<file path="config.mk">
export PLATFORM = sky130hd
export DESIGN_NAME = ysyx_22050039_ifu
export DESIGN_NICKNAME = d
export VERILOG_FILES = /design/src/rtl/ysyx_22050039_ifu.sv
export SDC_FILE = /design/constraint.sdc
export NUM_CORES = 1
export LEC_CHECK = 0
export CORE_MARGIN = 3
export CORE_UTILIZATION = 50
export DETAILED_ROUTE_END_ITERATION = 10
export PLACE_DENSITY = 0.78
export SLEW_MARGIN = 25
export SYNTH_ARGS = -nofsm -noshare
export SYNTH_HDL_FRONTEND = slang
export SYNTH_SLANG_ARGS = --single-unit
</file>
<file path="constraint.sdc">
create_clock -name clk -period 23.4 [get_ports clk]
set_input_delay 2.34 -clock clk [delete_from_list [all_inputs] [get_ports clk]]
set_output_delay 2.34 -clock clk [all_outputs]
set_load 0.03 [all_outputs]
</file>
<file path="src/rtl/ysyx_22050039_ifu.sv">
// ysyx_22050039_ifu: instruction fetch unit.
// Owns the fetch PC and keeps at most one word-aligned read outstanding.
// Returned words are queued with their PC in a small FIFO that feeds decode.
// A redirect from execute moves the fetch PC, empties the FIFO and squashes
// any outstanding read, so its data is discarded when it arrives.
//
// Handshakes: a transfer happens on a rising edge where valid && ready are
// both high. A valid, once raised, holds its payload stable until that
// transfer. The one exception is a redirect, which withdraws req_valid and
// inst_valid in the same cycle. Responses are never back-pressured.
module ysyx_22050039_ifu #(
    parameter int XLEN     = 64,
    parameter int INST_LEN = 32,
    parameter int DEPTH    = 2,
    parameter logic [XLEN-1:0] RESET_PC = XLEN'('h8000_0000)
) (
    input  logic                clk,
    input  logic                rst,
    output logic                req_valid,
    input  logic                req_ready,
    output logic [XLEN-1:0]     req_addr,
    input  logic                rsp_valid,
    input  logic [INST_LEN-1:0] rsp_data,
    output logic                rsp_ready,
    output logic                inst_valid,
    input  logic                inst_ready,
    output logic [INST_LEN-1:0] inst,
    output logic [XLEN-1:0]     inst_pc,
    input  logic                redirect_valid,
    input  logic [XLEN-1:0]     redirect_pc
);

    localparam int PW = (DEPTH > 1) ? $clog2(DEPTH) : 1;
    localparam int CW = $clog2(DEPTH + 1);
    localparam logic [CW-1:0] FULL = CW'(DEPTH);

    // IDLE: free to issue. WAIT: live read outstanding.
    // DROP: squashed read outstanding; its data is thrown away.
    typedef enum logic [1:0] {
        S_IDLE = 2'd0,
        S_WAIT = 2'd1,
        S_DROP = 2'd2
    } state_t;

    state_t            state;
    logic [XLEN-1:0]   fetch_pc;
    logic [XLEN-1:0]   req_pc;
    logic [XLEN-1:0]   target_pc;

    logic [CW-1:0]     count;
    logic [PW-1:0]     rd_ptr;
    logic [PW-1:0]     wr_ptr;
    logic [INST_LEN-1:0] inst_mem [DEPTH];
    logic [XLEN-1:0]     pc_mem   [DEPTH];

    logic req_fire;
    logic push;
    logic pop;
    logic fifo_nonempty;

    // A new read is issued only when a FIFO slot is free for its data, so
    // the push at response time can never overflow.
    assign req_valid     = !rst && (state == S_IDLE) && (count < FULL) && !redirect_valid;
    assign req_addr      = fetch_pc;
    assign rsp_ready     = 1'b1;
    assign req_fire      = req_valid && req_ready;

    // Low two bits of the redirect target are dropped to keep word alignment.
    assign target_pc     = redirect_pc & ~XLEN'(3);

    // Only a live response is queued; a redirect in the same cycle kills it.
    assign push          = (state == S_WAIT) && rsp_valid && !redirect_valid;

    // The FIFO head is hidden from decode while a redirect is flushing it.
    assign fifo_nonempty = (count != '0);
    assign inst_valid    = fifo_nonempty && !redirect_valid;
    assign pop           = inst_valid && inst_ready;
    assign inst          = fifo_nonempty ? inst_mem[rd_ptr] : '0;
    assign inst_pc       = fifo_nonempty ? pc_mem[rd_ptr]   : '0;

    // Fetch FSM and PC: issue, wait for the word, or drain a squashed read.
    always_ff @(posedge clk or posedge rst) begin
        if (rst) begin
            state    <= S_IDLE;
            fetch_pc <= RESET_PC;
            req_pc   <= '0;
        end else if (redirect_valid) begin
            fetch_pc <= target_pc;
            case (state)
                S_WAIT:  state <= rsp_valid ? S_IDLE : S_DROP;
                S_DROP:  state <= rsp_valid ? S_IDLE : S_DROP;
                default: state <= S_IDLE;
            endcase
        end else begin
            case (state)
                S_IDLE: begin
                    if (req_fire) begin
                        req_pc   <= fetch_pc;
                        fetch_pc <= fetch_pc + XLEN'(4);
                        state    <= S_WAIT;
                    end
                end
                S_WAIT: begin
                    if (rsp_valid) begin
                        state <= S_IDLE;
                    end
                end
                S_DROP: begin
                    if (rsp_valid) begin
                        state <= S_IDLE;
                    end
                end
                default: state <= S_IDLE;
            endcase
        end
    end

    // FIFO occupancy and pointers; a redirect empties the queue outright.
    always_ff @(posedge clk or posedge rst) begin
        if (rst) begin
            count  <= '0;
            rd_ptr <= '0;
            wr_ptr <= '0;
        end else if (redirect_valid) begin
            count  <= '0;
            rd_ptr <= '0;
            wr_ptr <= '0;
        end else begin
            if (push) begin
                wr_ptr <= wr_ptr + PW'(1);
            end
            if (pop) begin
                rd_ptr <= rd_ptr + PW'(1);
            end
            case ({push, pop})
                2'b10:   count <= count + CW'(1);
                2'b01:   count <= count - CW'(1);
                default: count <= count;
            endcase
        end
    end

    // FIFO storage: the returned word is written alongside the PC it came from.
    always_ff @(posedge clk) begin
        if (push) begin
            inst_mem[wr_ptr] <= rsp_data;
            pc_mem[wr_ptr]   <= req_pc;
        end
    end

endmodule

</file>
==> flow_summary.toml, run 1 <==
[worst_setup_path]
r2r_slack_ps = 19790
r2r_cells = 8
slowest_stage = "clkdlybuf4s50_1"
crit_end = "req_valid"
arrival_ps = 4280
path_class = "in2out"
required_ps = 21060
start_kind = "input port"
worstPathMaxFanout = 4
critPathMostFrequentCell = "clkdlybuf4s50_1"
slowest_delay_ps = 690
end_kind = "output port"
rr_startpoint = "state[0]"
r2r-end = "req_addr[60]"
cp-startpoint = "rst"
worstPathCellList = "clkdlybuf4s50_1 > or4b_4 > inv_1 > clkdlybuf4s50_1"

[clocking]
cts_root_buf = "clkbuf_16"
insertion_delay_ps = 510
cts_tree = "built"
clkSlewWorstSetupHoldPaths_ps = 60
cts_inserted_buffers = 35
cts.path.max_buffers = 3
hold_buffers = 0
htree_levels = 2
cts_resized = 0
cts_sinks = 318
cts_setup_buffers = 0

[worst_hold_path]
min-delay-path-class = "reg2reg"

[synth]
netlist_instances = 1136
yosys_warnings = 0
synth_edf_count = 188
syn_area_um2 = 13500
synth_area_leader_cell = "edfxtp_1"
async_flop_share_pct = 40.9
ys.flop_type = "edfxtp_1"
syn_area_per_cell_um2 = 11.9
yosysUniqueCellTypes = 59
synthTopCellsByArea = "edfxtp_1 42%, dfrtp_1 24%, mux2i_1 7.1%"
yosysSeqAreaShare_pct = 66.1
netlist.area_leader.share_pct = 41.9
synth_seq_cells = 318

[floorplanning]
fp.dieW_um = 170
rows = 59
start_util_pct = 51.2
ios = 265
fp.dieH_um = 170
fp.dieArea_um2 = 28900
coreArea_um2 = 26300

[timing]
post-route-min-period_ps = 6620
fmax_mhz = 151
finClkSkew_ps = 16.9
drv_slew = 0
max_slew_margin_pct = 31.9
timing.final.crit_share_pct = 28.3
tns_ps = 0
max_slew.worst_pin.slew_ps = 1020
rsz0062_at_grt = "false"
setup_viol = 0
finalHoldViolations = 0

[layout]
fill_cells = 1959
mostFrequentLayoutCells = "256 x clkdlybuf4s50_1, 226 x nand2_1, 188 x edfxtp_1, 138 x nor2_1, 128 x dfrtp_1"
fin_nets = 1491
area_growth_pct = 30.8
layout_commonest_cell = "clkdlybuf4s50_1"
drive_gt1_share_pct = 7.01

[drt]
drc_errors = 0
first_pass_iters = 6
avgRoutedWirePerCell_um = 20.2
antenna_left = 0
vias_per_cell = 5.61
drt_iter0_drc = 890
vias = 9800
routed_wl_um = 35300

[run]
cap_violations = 0

[status]
status = "finished clean"

[global_routing]
grt_overflow_total = 0
antenna_found_initial = 2
grt_pass1_vias = 9530
grt_usage_pct = 24.1
grt_pass1_wl_um = 54300
grt_max_degree = 79

[place]
place.port_buffers = 257
gp_routability_congestion = 0.892
dp.final_hpwl_um = 23400

[power_and_ir_drop]
p_leak_nw = 6.56
p_per_area_nw_per_um2 = 81.9
finalPower_mw = 1.44
vdd_drop_max_v = 0.0000494
[metrics by stage]
stage                     util, %  std cells  area, µm²  worst slack [ps]  hold slack, ps
after CTS                    66.9       1746      17600             16760             466
after global routing         67.0       1748      17600             16720             475
final                        67.0       1748      17600             16780             465
after floorplan                 -       1139      13500             13470             442
after global placement       62.2       1683      16300             16750             447
after detailed placement     62.2       1683      16300             16760             455
[sequential cells by signal, summed over array words and instances, names as in the netlist]
name	cells
req_pc	62
pc_mem	124
count	2
rd_ptr	1
wr_ptr	1
req_addr	62
inst_mem	64
state	2
[Yosys cell counts (5+ instances only)]
cell      count
a21oi_1      14
a221o_1       5
a221oi_1      5
and3_1        8
buf_1        18
buf_4         5
clkbuf_1     35
dfrtp_1     129
edfxtp_1    188
inv_1        26
mux2_2       11
mux2i_1      96
nand2_1     227
nand3_1      22
nand4_1      26
nor2_1      140
nor3_1       24
nor4_1       17
o21ai_0      42
xnor2_1      19
xor2_1       15
[per-layer routing]
layer | up-vias | wire [µm] | GRT usage, %
li1 | 4498 | - | -
met1 | 4801 | 14700 | 34.0
met2 | 431 | 16800 | 38.2
met3 | 68 | 2850 | 4.55
met4 | 2 | 969 | 7.55
met5 | - | 20 | 0
[kinds of logic (layout without fill, tap and decap cells)]
logic type	count (synthesis)	after routing	share of synthesized area, %
and+or+nand+nor	489	489	16.0
DFF	318	318	66.1
AOI/OAI and AO/OA	96	96	4.54
other	2	6	0.0558
xor gates and xnor gates	34	34	2.21
muxes	108	108	8.17
adders and majority gates	3	3	0.279
buffers and inverters	86	359	2.60
[critical path, delay by kind of cell]
kind                   cells  cell delay (ps)
AND/OR/NAND/NOR            1              580
buffers and inverters      3             1360
[area by class of cell]
cell class	instances	area (µm²)	share of cell area, %
antenna	1	2.50	0.0142
clock buffer	46	1040	5.91
clock inverter	17	190	1.08
inverter	26	103	0.583
multi-input combinational	735	4260	24.2
sequential	318	8900	50.6
tap	335	419	2.38
timing repair buffer	270	2690	15.3
[power breakdown]
group          switching (mW)  leakage [nW]  total [mW]  internal, mW
Sequential             0.0481          3.30       0.710         0.661
Combinational          0.0905          2.67       0.157        0.0668
Clock                   0.216         0.601       0.574         0.358
Total                   0.355          6.56        1.44          1.09
[worst min path at each step]
stage | start | to | slack (ps) | cells past startpoint
3_5_place_dp | req_pc[4] | pc_mem[1][4] | 460 | 0
3_3_place_gp | req_pc[48] | pc_mem[1][48] | 450 | 0
6_report | req_pc[2] | pc_mem[1][2] | 460 | 0
4_1_cts | req_pc[20] | pc_mem[1][20] | 470 | 0
2_1_floorplan | req_pc[10] | pc_mem[0][10] | 440 | 0
5_1_grt | req_pc[55] | pc_mem[1][55] | 480 | 0
Note: power is estimated with default switching activity, not from simulation.
==> run 2: changes to the inputs <==
==> constraint.sdc (replaced) <==
create_clock -name clk -period 6.5 [get_ports clk]
set_input_delay 0.65 -clock clk [delete_from_list [all_inputs] [get_ports clk]]
set_output_delay 0.65 -clock clk [all_outputs]
set_load 0.03 [all_outputs]
==> run 2 against run 1 <==
Against the previous run: cell count shrank 0.23%; total power grew to 3.3 times the previous value; sequential power grew to 3.6 times the previous value; sequential cell count is the same; hold slack gained 1.1 ps; die area is the same; clock skew shrank 2.0 ps; core utilization shrank 1.0 points; final area shrank 1.5%; non-clock buffer count shrank 1; clock power grew to 2.9 times the previous value; via count grew 0.16%; largest power group unchanged.
==> flow_summary.toml, run 2 (synthesized netlist as in run 1, its figures left out) <==
[status]
status = "finished clean"

[power_and_ir_drop]
netSwitchingFraction_pct = 25.5
p_leak_nw = 6.43
switching_power_mw = 1.23
p_int_mw = 3.59
vdd_drop_max_v = 0.000205
comb_power_share_pct = 11.7
power_frac_seq_pct = 53.3
p_per_area_nw_per_um2 = 278
p_clk_share_pct = 35.0

[timing]
whs_ps = 466
max_slew.worst_pin.slew_ps = 1000
timing.final.crit_share_pct = 63.3
post-route-min-period_ps = 4120
rsz0062_at_grt = "false"
finalHoldViolations = 0
tns_ps = 0
setup_viol = 0
drv_slew = 0
finClkSkew_ps = 14.9
max_slew_margin_pct = 33.1
fmax_mhz = 243

[layout]
fin_nets = 1486
instances_no_fill = 1744
mostFrequentLayoutCells = "256 x clkdlybuf4s50_1, 226 x nand2_1, 188 x edfxtp_1, 138 x nor2_1, 128 x dfrtp_1"
regMostFlops = "pc_mem"
largest_reg_flops = 124
reg_top3 = "pc_mem (124), inst_mem (64)"
layout_commonest_cell = "clkdlybuf4s50_1"
drive_gt1_share_pct = 6.19
area_growth_pct = 28.8

[worst_setup_path]
end_kind = "output port"
start_kind = "register"
r2r_slack_ps = 3050
path_class = "reg2out"
arrival_ps = 3470
required_ps = 5850
worstPathMaxFanout = 50

[clocking]
insertion_delay_ps = 550
hold_buffers = 0
cts_sinks = 318
cts_resized = 0
cts_setup_buffers = 0
cts_inserted_buffers = 31
cts_tree = "built"
htree_levels = 1
cts.path.max_buffers = 3
cts_root_buf = "clkbuf_16"
clkSlewWorstSetupHoldPaths_ps = 60

[global_routing]
grt_pass1_wl_um = 54000
grt_pass1_vias = 9544
grt_overflow_total = 0
antenna_found_initial = 3
grt_usage_pct = 23.8
grt_max_degree = 80

[drt]
drt_iter0_drc = 945
drc_errors = 0
avgRoutedWirePerCell_um = 20.2
first_pass_iters = 8
routed_wl_um = 35300
antenna_left = 0
vias = 9816
vias_per_cell = 5.63

[floorplanning]
ios = 265
rows = 59
start_util_pct = 51.2
fp.dieH_um = 170
fp.dieArea_um2 = 28900
coreArea_um2 = 26300
fp.dieW_um = 170

[place]
place.port_buffers = 257
dp.final_hpwl_um = 23300
gp_routability_congestion = 0.849
dp_cells = 1681

[worst_hold_path]
min-delay-path-class = "reg2reg"

[run]
cap_violations = 0
[run 2: final cells by class]
type / instances / area [µm²]
diodes: 3 / 7.51
clock buffers: 46 / 872
clock inverters: 12 / 87.6
fillers: 1964 / 8940
inverters: 26 / 103
multi-input cells: 735 / 4260
flip-flops and latches: 318 / 8900
well taps: 335 / 419
repair buffers: 269 / 2690
[run 2: metrics by stage]
stage	total power, mW	setup WS [ps]	cell area (µm²)	utilization (%)
after floorplan	2.87	1150	13500	-
after global placement	3.13	2480	16300	62.1
after detailed placement	3.16	2440	16300	62.1
after CTS	4.84	2310	17300	65.8
after global routing	5.02	2190	17300	66.0
final	4.82	2380	17300	66.0
[run 2: routing by layer]
metal	track usage, %	wire (µm)	vias up	share of wire [%]
met5	0	13	-	0.037
li1	-	-	4510	-
met3	4.25	2700	48	7.6
met1	34.1	15000	4817	43
met4	6.70	837	2	2.4
met2	38.0	16700	439	47
[run 2: final timing paths]
check / cells past startpoint / end / startpoint
min in group asynchronous: 2 / count[1] / rst
worst min-delay path: 0 / pc_mem[1][24] / req_pc[24]
worst max register to register: 8 / req_addr[60] / state[0]
worst min register to register: 0 / pc_mem[1][24] / req_pc[24]
worst max-delay path: 4 / inst_pc[28] / rd_ptr
max in group asynchronous: 4 / req_pc[52] / rst
[run 2: worst max-delay path, cell delays in order, from the launching register on]
cell and delay, ps:
dfrtp_4 1080, buf_4 770, mux2i_1 220, nor2_1 140, clkdlybuf4s50_1 700
[run 2: power groups by stage]
stage               clock network (mW)  logic (mW)  registers [mW]
floorplan                            0       0.261            2.61
CTS                               1.72       0.567            2.56
detailed placement                   0       0.562            2.60
global placement                     0       0.548            2.58
finish                            1.69       0.566            2.56
global route                      1.81       0.619            2.59
